$ cat config.mk
export PLATFORM = sky130hd
export DESIGN_NAME = sw_debounce
export DESIGN_NICKNAME = d
export VERILOG_FILES = /design/src/rtl/sw_debounce.sv
export SDC_FILE = /design/constraint.sdc
export NUM_CORES = 1
export LEC_CHECK = 0
export BUFFER_PORTS_ARGS = -buffer_cell sky130_fd_sc_hd__buf_2
export CAP_MARGIN = 20
export CORE_MARGIN = 2
export CORE_UTILIZATION = 60
export CTS_BUF_LIST = sky130_fd_sc_hd__clkbuf_4
export DETAILED_ROUTE_END_ITERATION = 8
export PLACE_DENSITY = 0.79
export SLEW_MARGIN = 40
export SYNTH_ARGS = -nofsm -noshare
export SYNTH_HDL_FRONTEND = slang
export SYNTH_SLANG_ARGS = --single-unit
$ cat constraint.sdc
create_clock -name clk_i -period 14.42 [get_ports clk_i]
set_input_delay 2.163 -clock clk_i [delete_from_list [all_inputs] [get_ports clk_i]]
set_output_delay 2.163 -clock clk_i [all_outputs]
set_load 0.05 [all_outputs]
$ cat src/rtl/sw_debounce.sv
// Per-bit 2-FF synchronizer and tick-sampled debouncer for the board slide switches.
// A bit's output flips only after STABLE_TICKS consecutive sample ticks disagree with it.
module sw_debounce #(
  parameter int WIDTH        = 16,
  parameter int CLK_DIV      = 100000,
  parameter int STABLE_TICKS = 20
) (
  input  logic             clk_i,
  input  logic             rst_i,
  input  logic [WIDTH-1:0] in_i,
  output logic [WIDTH-1:0] out_o,
  output logic [WIDTH-1:0] change_o,
  output logic             tick_o
);

  localparam int              CW       = $clog2(STABLE_TICKS + 1);
  localparam logic [CW-1:0]   CNT_LAST = CW'(STABLE_TICKS - 1);

  logic [WIDTH-1:0] r_sync1;
  logic [WIDTH-1:0] r_sync2;
  logic [WIDTH-1:0] r_out;
  logic [WIDTH-1:0] r_chg;
  logic [CW-1:0]    r_cnt      [WIDTH];

  logic             w_tick;
  logic [WIDTH-1:0] w_out_nxt;
  logic [WIDTH-1:0] w_chg_nxt;
  logic [CW-1:0]    w_cnt_nxt  [WIDTH];

  // in_i is asynchronous; only r_sync2 is ever read downstream.
  always_ff @(posedge clk_i or posedge rst_i) begin
    if (rst_i) begin
      r_sync1 <= '0;
      r_sync2 <= '0;
    end else begin
      r_sync1 <= in_i;
      r_sync2 <= r_sync1;
    end
  end

  generate
    if (CLK_DIV > 1) begin : g_presc
      localparam int            PW         = $clog2(CLK_DIV);
      localparam logic [PW-1:0] PRESC_LAST = PW'(CLK_DIV - 1);
      logic [PW-1:0] r_presc;

      always_ff @(posedge clk_i or posedge rst_i) begin
        if (rst_i) begin
          r_presc <= '0;
        end else if (r_presc == PRESC_LAST) begin
          r_presc <= '0;
        end else begin
          r_presc <= r_presc + PW'(1);
        end
      end

      assign w_tick = (r_presc == PRESC_LAST);
    end else begin : g_no_presc
      // Dividing by one samples on every cycle.
      assign w_tick = 1'b1;
    end
  endgenerate

  always_comb begin
    w_out_nxt = r_out;
    w_chg_nxt = '0;
    for (int i = 0; i < WIDTH; i++) begin
      w_cnt_nxt[i] = r_cnt[i];
      if (w_tick) begin
        if (r_sync2[i] == r_out[i]) begin
          w_cnt_nxt[i] = '0;
        end else if (r_cnt[i] == CNT_LAST) begin
          w_out_nxt[i] = r_sync2[i];
          w_chg_nxt[i] = 1'b1;
          w_cnt_nxt[i] = '0;
        end else begin
          w_cnt_nxt[i] = r_cnt[i] + CW'(1);
        end
      end
    end
  end

  always_ff @(posedge clk_i or posedge rst_i) begin
    if (rst_i) begin
      r_out <= '0;
      r_chg <= '0;
      for (int i = 0; i < WIDTH; i++) begin
        r_cnt[i] <= '0;
      end
    end else begin
      r_out <= w_out_nxt;
      r_chg <= w_chg_nxt;
      for (int i = 0; i < WIDTH; i++) begin
        r_cnt[i] <= w_cnt_nxt[i];
      end
    end
  end

  assign out_o    = r_out;
  assign change_o = r_chg;
  assign tick_o   = w_tick;

endmodule

==> Yosys cells after proc, flatten, opt, wreduce, memory -nomap -nowiden <==
Cells that the tools add are included.
W data, S select, Z words.
{ "op_classes": {"n_eq_ne": 33, "addsub": 17, "n_bitwise": 16, "muxes": 81, "n_reduce_logical": 16} }
{ "op_table": {"columns": ["cell", "n"], "rows": [
  ["$mux W5", 32],
  ["$add A5 B1 Y5 const B", 16],
  ["$eq A5 B5 Y1 const B", 16],
  ["$mux W1", 48],
  ["$reduce_and A3 Y1", 16],
  ["$add A17 B1 Y17 const B", 1],
  ["$eq A17 B17 Y1 const B", 1],
  ["$mux W17", 1],
  ["$eq A1 B1 Y1", 16],
  ["$not A1 Y1", 16]
]} }
{ "word_totals": {"reg_bits": 161, "in_bits": 18, "word_cells": 199, "out_inout_bits": 33} }

==> Logic depth before layout (Yosys ltp) <==
Gate-level depths: netlist of the first run.
{ "depth": {"word_depth": 4, "depth_mapped": 9, "mapped_depth_nobuf": 6} }

==> Worst setup path before layout of the first run <==
OpenSTA, ideal clock, no wires.
{ "synth_timing": {"path_kind": "reg2out", "startpoint": "register g_presc.r_presc[11]", "endpoint": "output port tick_o", "setup_slack_ns": 10.315, "stages_incl_launch_ff": 6, "path_buffers": 2, "arrival_time_ns": 1.942, "required_ns": 12.257, "cell_sequence": "dfrtp_1 or4_4 or4_4 clkinv_2 buf_6 buf_6"} }
{ "synth_between": {"elab_chain_cells": 1} }
{ "synth_lines": {"columns": ["item", "line_no", "source"], "rows": [
  ["start, declared", "45", "logic [PW-1:0] r_presc;"],
  ["start signal, assigned", "53", "r_presc <= r_presc + PW'(1);"],
  ["$eq A17 B17 Y1", "57", "assign w_tick = (r_presc == PRESC_LAST);"],
  ["end, declared", "13", "output logic tick_o"]
]} }
Every way passes these cells.

==> Worst setup path after layout of the first run <==
Ends and elaborated chain as after synthesis.

==> results of run 1 <==
[routing by layer]
metal	GRT usage, %	share of wire [%]	vias up
met1	27.7	43	2589
li1	-	-	2532
met3	5.42	3.8	19
met5	0	0	-
met4	8.05	1.4	0
met2	40.0	51	110
[final timing paths]
| kind | start | endpoint | cells after the start |
|---|---|---|---|
| max | g_presc.r_presc[11]$_DFF_PP0_ | tick_o | 4 |
| min | r_sync1[6]$_DFF_PP0_ | r_sync2[6]$_DFF_PP0_ | 0 |
| max reg2reg | g_presc.r_presc[11]$_DFF_PP0_ | out_o[8]$_DFFE_PP0P_ | 5 |
| min reg2reg | r_sync1[6]$_DFF_PP0_ | r_sync2[6]$_DFF_PP0_ | 0 |
| max in group asynchronous | rst_i | r_cnt[75]$_DFFE_PP0N_ | 3 |
| min in group asynchronous | rst_i | r_cnt[16]$_DFFE_PP0N_ | 2 |
[state kept, by name, indices dropped and copies added (netlist names)]
register	flops
out_o	16
r_cnt	80
r_sync1	16
change_o	16
g_presc.r_presc	17
r_sync2	16
[final cells by class]
type / count / area (um^2) / share of cell area, %
clock buffer: 20 / 150 / 1.92
tap: 147 / 184 / 2.36
inverter: 13 / 57.6 / 0.737
clock inverter: 9 / 118 / 1.51
timing repair buffer: 52 / 269 / 3.45
multi-input combinational: 497 / 3000 / 38.4
sequential: 161 / 4030 / 51.6
[through the flow]
step / instances / area [um^2] / utilization [%]
after floorplan: 688 / 7200 / -
after CTS: 899 / 7800 / 65.8
after global routing: 899 / 7800 / 65.8
after detailed placement: 870 / 7530 / 63.5
final: 899 / 7800 / 65.8
after global placement: 870 / 7530 / 63.5
[cells in the final DEF (no fill, tap or decap), types with 2 or more instances in the layout]
cell       instances
o21ai_1           24
a22o_1            14
or2_2             14
a31oi_1           22
xor2_1             7
and2_1             4
and3_1            15
clkbuf_4          20
nand4b_1           3
bufinv_16          3
clkinv_2           2
nand4_1            5
o31ai_1            8
inv_1             11
nand3_1           40
nand2b_1          38
nor3b_1            6
nor2_1            56
a21oi_1            3
mux2_2            15
or4_4              2
xnor2_1           21
or4_1              3
nand2_1           99
buf_2             50
nand3b_1           4
o22ai_1           11
dfrtp_1          161
nor4bb_1          16
clkinv_1           4
o21ai_0           46
ha_1              17
[worst reg2reg max path, stage by stage, from the launching register on]
cell	delay, ns
dfrtp_1	0.42
or4_4	0.57
or4_4	0.86
clkinv_2	0.60
nand2_1	0.21
mux2_2	0.31
[power groups by stage]
| stage | Combinational [mW] | Clock [mW] | Sequential (mW) |
|---|---|---|---|
| 4_1_cts | 0.0200 | 0.271 | 0.458 |
| 3_3_place_gp | 0.0189 | 0 | 0.466 |
| 2_1_floorplan | 0.0130 | 0 | 0.466 |
| 3_5_place_dp | 0.0199 | 0 | 0.467 |
| 5_1_grt | 0.0224 | 0.287 | 0.459 |
| 6_report | 0.0193 | 0.266 | 0.458 |
[kinds of logic after synthesis]
kind of cell    Yosys count  share of synthesized area (%)
compound gates          128                           10.5
xor+xnor                 28                           3.40
fa+ha+maj                17                           2.95
buf+inv                  30                           2.47
flops                   161                           55.9
mux                      16                           2.50
simple gates            308                           22.3
==> results.py, run 1 <==
metrics = {
    "die": {
        "start_util_pct": 60.7,
        "rows": 40,
        "die_area_um2": 12900,
        "top_level_ports": 51,
        "core_um2": 11900,
        "fp.dieW_um": 114,
        "die_h_um": 114,
    },
    "clock_network": {
        "postCtsSetupBuffers": 0,
        "root_buffer": "clkbuf_4",
        "numCtsBuffers": 17,
        "cts_tree": "done",
        "clock_latency_ns": 0.57,
        "cts_resized": 0,
        "clk_pin_slew_ns": 0.11,
        "clk_path_buf_depth": 2,
        "clkSinkCount": 161,
        "cts_max_level": 4,
        "cts_hold_buf": 0,
    },
    "pwr": {
        "power_frac_seq_pct": 61.6,
        "combinationalPowerShare_pct": 2.6,
        "switchingPower_uw": 162,
        "p_per_area_nw_per_um2": 95.2,
        "power.leakage_nw": 3.63,
        "total_power_uw": 743,
        "p_int_uw": 581,
        "vdd_drop_max_uv": 61.9,
        "switching_share_pct": 21.8,
        "clkPwrFrac_pct": 35.8,
    },
    "logic_synthesis": {
        "yosys-top-cells-count": "161 x dfrtp_1, 99 x nand2_1, 56 x nor2_1",
        "synth.top_cells.by_area": "dfrtp_1 56%, nand2_1 5.2%, nand2b_1 3.3%",
        "ys_warn_count": 0,
        "synthArstFlopShare_pct": 100,
        "synth_ff_type": "dfrtp_1",
        "syn_nets": 723,
        "synthCells": 688,
        "synth.distinct_cells": 36,
        "synth_top_area_share_pct": 55.9,
        "syn-cell-area_um2": 7200,
        "synth_edf_count": 0,
        "ys_seq_elements": 161,
        "yosysMostFrequentCell": "dfrtp_1",
        "synth_top_cell_by_area": "dfrtp_1",
        "syn_avg_cell_area_um2": 10.5,
        "synth-seq-area-share_pct": 55.9,
    },
    "sta": {
        "setup_violations": 0,
        "worst_pin_slew_ns": 0.805,
        "rsz0062_at_grt": "false",
        "whs_ns": 0.363,
        "skew_ns": 0.0172,
        "layout_min_cycle_time_ns": 5.55,
        "fin_crit_sh_pct": 38.5,
        "fmax_mhz": 180,
        "slew_headroom_pct": 46.3,
        "hold_viol_final": 0,
        "layout_setup_ws_ns": 8.87,
        "tns_ns": 0,
        "finalMaxSlewViolations": 0,
    },
    "detailed_routing": {
        "postRouteAntennaNets": 0,
        "wl_per_cell_um": 15.2,
        "drc_errors": 0,
        "num_vias": 5250,
        "routed_via_density": 5.84,
        "first_pass_iters": 4,
        "wirelength_um": 13700,
        "drt_iter0_markers": 365,
    },
    "critical_path": {
        "worst_setup_path_end_kind": "output pin",
        "crit_buf_inv": 2,
        "crit_top_cell": "or4_4",
        "start_kind": "register",
        "cp_cell_sequence": "or4_4, or4_4, clkinv_2, buf_2",
        "cpPeakStageDelay_ns": 0.86,
        "slowest_stage": "or4_4",
        "worstPathRequired_ns": 12.26,
        "crit_family": "simple AND/OR/NAND/NOR gates",
        "cp.arrival_ns": 3.39,
        "rrSetupSlack_ns": 11.35,
        "critical_path_class": "reg -> out",
        "path_max_fanout": 67,
    },
    "layout": {
        "nets": 777,
        "areaGrowthSynthToFinish_pct": 8.34,
        "n_fill_cell": 903,
        "drive_above_1_share_pct": 14.8,
        "antenna_cells": 0,
    },
    "global_routing": {
        "grt_max_degree": 89,
        "grt_remaining_overflow": 0,
        "grt_pass1_vias": 5312,
        "grt_usage_pct": 22.8,
        "grt_pass1_wl_um": 23600,
        "grt_antenna_before_repair": 0,
    },
    "placed_design": {
        "place_congestion": 0.877,
        "post-place-ws_ns": 9.46,
        "numPortBuffers": 50,
        "dp_hpwl_um": 8890,
    },
    "flow_run": {
        "drv_cap": 0,
    },
    "min_path": {
        "min_path_type": "reg -> reg",
    },
    "run_status": {
        "status": "completed",
    },
}
Power figures use the tool's default switching activity.
==> run 2: changes to the inputs <==
clock period = 5.8 ns   (was 14.42 ns; I/O delays follow)
==> run 2 against run 1 <==
Against the previous run: clock skew increased by 0.0012 ns; die area did not move; global-route usage fell by 0.41 points; non-clock buffer count up 2; register-to-register slack lost 8.6 ns; total power increased by 150%; setup slack worse by 7.3 ns; sequential share of layout area shrank 0.34 points; wire length is 1.8% lower; critical path depth is the same.
==> results.py, run 2 (synthesis gave the netlist of run 1 again) <==
metrics = {
    "run_status": {
        "status": "completed",
    },
    "sta": {
        "setup_violations": 0,
        "fmax_mhz": 235,
        "layout_setup_ws_ns": 1.54,
        "slew_headroom_pct": 54.9,
        "hold_viol_final": 0,
        "skew_ns": 0.0184,
        "fin_crit_sh_pct": 73.4,
        "worst_pin_slew_ns": 0.677,
        "tns_ns": 0,
        "layout_min_cycle_time_ns": 4.26,
        "finalMaxSlewViolations": 0,
        "rsz0062_at_grt": "false",
    },
    "die": {
        "rows": 40,
        "top_level_ports": 51,
        "fp.dieW_um": 114,
        "core_um2": 11900,
        "start_util_pct": 60.7,
        "die_h_um": 114,
        "die_area_um2": 12900,
    },
    "layout": {
        "top_register": "r_cnt",
        "drive_above_1_share_pct": 15.5,
        "antenna_cells": 0,
        "nets": 779,
        "fin_area_um2": 7860,
        "areaGrowthSynthToFinish_pct": 9.05,
        "fin_cells": 904,
        "layout_commonest_cell": "dfrtp_1",
        "mostFrequentLayoutCells": "161 x dfrtp_1, 99 x nand2_1, 56 x nor2_1, 50 x buf_2, 46 x o21ai_0",
        "top_regs": "r_cnt: 80 flops, g_presc.r_presc: 17 flops",
        "largest_reg_flops": 80,
        "final_util_pct": 66.2,
    },
    "pwr": {
        "power.leakage_nw": 3.66,
        "vdd_drop_max_uv": 216,
        "p_per_area_nw_per_um2": 236,
    },
    "clock_network": {
        "root_buffer": "clkbuf_4",
        "cts_tree": "done",
        "clk_path_buf_depth": 2,
        "cts_resized": 0,
        "numCtsBuffers": 17,
        "postCtsSetupBuffers": 0,
        "clock_latency_ns": 0.55,
        "clkSinkCount": 161,
        "cts_max_level": 4,
        "cts_hold_buf": 0,
        "clk_pin_slew_ns": 0.12,
    },
    "placed_design": {
        "dp.cells": 870,
        "post-place-ws_ns": 2.12,
        "numPortBuffers": 50,
        "place_congestion": 0.852,
        "place_area_um2": 7530,
        "dp_hpwl_um": 8690,
    },
    "critical_path": {
        "worst_setup_path_end_kind": "output pin",
        "slowest_stage": "or4_4",
        "critical_path_class": "reg -> out",
        "cp_cell_sequence": "or4_4, or4_4, clkinv_2, buf_2",
        "crit_top_cell": "or4_4",
        "crit_family": "simple AND/OR/NAND/NOR gates",
        "start_kind": "register",
        "crit_buf_inv": 2,
        "cpPeakStageDelay_ns": 0.86,
        "path_max_fanout": 67,
        "cp.arrival_ns": 3.39,
        "worstPathRequired_ns": 4.93,
    },
    "global_routing": {
        "grt_pass1_vias": 5360,
        "grt_remaining_overflow": 0,
        "grt_max_degree": 111,
        "grt_usage_pct": 22.4,
        "grt_antenna_before_repair": 0,
        "grt_pass1_wl_um": 23400,
    },
    "detailed_routing": {
        "drc_errors": 0,
        "wirelength_um": 13400,
        "wl_per_cell_um": 14.8,
        "drt_iter0_markers": 370,
        "first_pass_iters": 6,
        "num_vias": 5327,
        "routed_via_density": 5.89,
        "postRouteAntennaNets": 0,
    },
    "min_path": {
        "min_path_type": "in -> async",
    },
    "flow_run": {
        "drv_cap": 0,
    },
}
-- run 2: changes by cell type in the layout (fill, tap and decap cells not counted), sizes merged --
cell	before	now
clkinvlp	1	2
buf	52	54
clkinv	6	9
clkbuf	20	19
-- run 2: stage by stage --
step	hold slack, ns	total power, mW
after floorplan	0.331	1.19
after CTS	0.358	1.88
final	0.262	1.86
after global placement	0.332	1.21
after detailed placement	0.336	1.21
after global routing	0.220	1.93
-- run 2: final timing paths --
path | depth (start not counted) | slack (ns) | from | endpoint
setup / recovery | 4 | 1.54 | g_presc.r_presc[11]$_DFF_PP0_ | tick_o
hold / removal | 2 | 0.26 | rst_i | r_sync2[5]$_DFF_PP0_
setup reg to reg | 5 | 2.72 | g_presc.r_presc[11]$_DFF_PP0_ | out_o[15]$_DFFE_PP0P_
hold reg to reg | 0 | 0.35 | r_sync1[5]$_DFF_PP0_ | r_sync2[5]$_DFF_PP0_
max in group asynchronous | 4 | 4.19 | rst_i | r_cnt[39]$_DFFE_PP0N_
min in group clk_i | 0 | 0.35 | r_sync1[5]$_DFF_PP0_ | r_sync2[5]$_DFF_PP0_
-- run 2: area by class of cell --
class | count | area, um^2
sequential | 161 | 4030
fill | 937 | 4010
multi-input combinational | 497 | 3000
timing repair buffer | 54 | 300
tap | 147 | 184
clock inverter | 13 | 144
clock buffer | 19 | 143
inverter | 13 | 57.6
-- run 2: routing by layer --
metal,track usage (%),share of wire (%)
met4,7.89,0.99
met5,0,0
met1,26.9,43
met3,5.15,3.9
met2,39.8,52
-- run 2: report_power, final --
part           internal, mW  total [mW]  switching, mW
clock                 0.301       0.670          0.369
sequential             1.13        1.14        0.00543
combinational        0.0138      0.0492         0.0354
==> run 3: changes to the inputs <==
clock period = 4.3 ns   (was 5.8 ns; I/O delays follow)
==> run 3 against run 2 <==
Against the previous run: total power up 35%; via count hardly changed; non-clock buffer count grew 3; die area stayed put; utilization up 0.35 points; sequential cell count stayed put; sequential share of layout area is 0.27 points lower; clock-buffer cell count decreased by 2; cell count is 0.33% higher; first-iteration DRC count grew 3.5%; setup slack worse by 1.1 ns; critical endpoint unchanged; largest cell class unchanged; highest routed layer unchanged.
==> results.py, run 3 (synthesis gave the netlist of run 1 again) <==
metrics = {
    "run_status": {
        "status": "completed",
    },
    "sta": {
        "fin_crit_sh_pct": 89.2,
        "slew_headroom_pct": 55.5,
        "tns_ns": 0,
        "rsz0062_at_grt": "false",
        "finalMaxSlewViolations": 0,
        "skew_ns": 0.0132,
        "layout_min_cycle_time_ns": 3.83,
        "hold_viol_final": 0,
        "fmax_mhz": 261,
        "worst_pin_slew_ns": 0.659,
        "setup_violations": 0,
    },
    "critical_path": {
        "path_max_fanout": 67,
        "startpoint": "g_presc.r_presc[11]$_DFF_PP0_",
        "cp.arrival_ns": 3.19,
        "reg2reg_to": "out_o[8]$_DFFE_PP0P_",
        "worstRegToRegCells": 6,
        "start_kind": "register",
        "critical_path_class": "reg -> out",
        "rr_startpoint": "g_presc.r_presc[11]$_DFF_PP0_",
        "crit_end": "tick_o",
        "worst_setup_path_end_kind": "output pin",
        "worstPathRequired_ns": 3.65,
        "rrSetupSlack_ns": 1.19,
    },
    "clock_network": {
        "root_buffer": "clkbuf_4",
        "cts_resized": 0,
        "cts_tree": "done",
        "cts_max_level": 4,
        "numCtsBuffers": 17,
        "clkSinkCount": 161,
        "clk_pin_slew_ns": 0.12,
        "cts_hold_buf": 0,
        "clock_latency_ns": 0.58,
        "clk_path_buf_depth": 2,
        "postCtsSetupBuffers": 0,
    },
    "detailed_routing": {
        "drc_errors": 0,
        "wirelength_um": 13800,
        "postRouteAntennaNets": 0,
        "routed_via_density": 5.87,
        "drt_iter0_markers": 383,
        "num_vias": 5324,
        "wl_per_cell_um": 15.2,
        "first_pass_iters": 4,
    },
    "flow_run": {
        "drv_cap": 0,
    },
    "layout": {
        "areaGrowthSynthToFinish_pct": 9.62,
        "top_register": "r_cnt",
        "largest_reg_flops": 80,
        "fin_area_um2": 7900,
        "mostFrequentLayoutCells": "161 x dfrtp_1, 99 x nand2_1, 56 x nor2_1, 50 x buf_2, 46 x o21ai_0",
        "drive_above_1_share_pct": 15.7,
        "layout_commonest_cell": "dfrtp_1",
        "top_regs": "r_cnt: 80 flops, g_presc.r_presc: 17 flops",
        "nets": 782,
        "antenna_cells": 0,
    },
    "placed_design": {
        "dp_hpwl_um": 9370,
        "numPortBuffers": 50,
        "place_area_um2": 7620,
        "place_congestion": 0.811,
    },
    "die": {
        "core_um2": 11900,
        "die_area_um2": 12900,
        "top_level_ports": 51,
        "start_util_pct": 60.7,
        "rows": 40,
        "die_h_um": 114,
        "fp.dieW_um": 114,
    },
    "pwr": {
        "p_per_area_nw_per_um2": 316,
        "power.leakage_nw": 3.67,
        "vdd_drop_max_uv": 216,
    },
    "global_routing": {
        "grt_remaining_overflow": 0,
        "grt_antenna_before_repair": 0,
        "grt_pass1_wl_um": 23900,
        "grt_usage_pct": 23.0,
        "grt_pass1_vias": 5430,
        "grt_max_degree": 75,
    },
    "min_path": {
        "min_path_type": "in -> async",
    },
}
==> run 3: layout make-up <==
class,instances,area (um^2)
fillers,932,3960
clock buffers,17,128
multi-input cells,497,3000
well taps,147,184
clock inverters,15,149
repair buffers,57,355
inverters,13,53.8
flip-flops and latches,161,4030
==> run 3: worst min-delay path by stage <==
stage / startpoint / endpoint / slack [ns] / depth (start not counted)
2_1_floorplan: r_sync1[0]$_DFF_PP0_ / r_sync2[0]$_DFF_PP0_ / 0.33 / 0
3_3_place_gp: r_sync1[2]$_DFF_PP0_ / r_sync2[2]$_DFF_PP0_ / 0.33 / 0
3_5_place_dp: r_sync1[11]$_DFF_PP0_ / r_sync2[11]$_DFF_PP0_ / 0.34 / 0
6_report: rst_i / r_cnt[48]$_DFFE_PP0N_ / 0.04 / 2
4_1_cts: rst_i / r_sync1[6]$_DFF_PP0_ / 0.03 / 2
5_1_grt: rst_i / r_cnt[39]$_DFFE_PP0N_ / 0.04 / 2
==> run 3: report_power, final <==
part	internal, mW	total (mW)	leakage (nW)	switching [mW]
sequential	1.53	1.54	2.16	0.00761
clock	0.387	0.891	0.148	0.504
combinational	0.0228	0.0717	1.36	0.0489
total	1.94	2.50	3.67	0.561
==> run 3: critical path, cell delays in order, from the launching register on <==
cell	delay (ns)
dfrtp_1	0.43
or4_4	0.57
or4_4	0.87
clkinv_2	0.37
buf_2	0.33
==> run 3: stage by stage <==
stage	hold slack, ns	power [mW]	cells	util, %	setup slack [ns]
finish	0.0401	2.50	907	66.6	0.465
global route	0.0431	2.60	907	66.6	0.364
CTS	0.0275	2.52	907	66.6	0.461
detailed placement	0.337	1.64	875	64.2	1.11
global placement	0.333	1.63	873	63.8	1.15
floorplan	0.331	1.61	688	-	1.61
==> run 3: routing by layer <==
layer  vias to the layer above  GRT usage, %  wire (um)
li1                       2535             -          -
met1                      2677          27.8       5970
met2                        92          40.1       7120
met3                        20          5.10        474
met4                         0          9.59        217
met5                         -             0          0
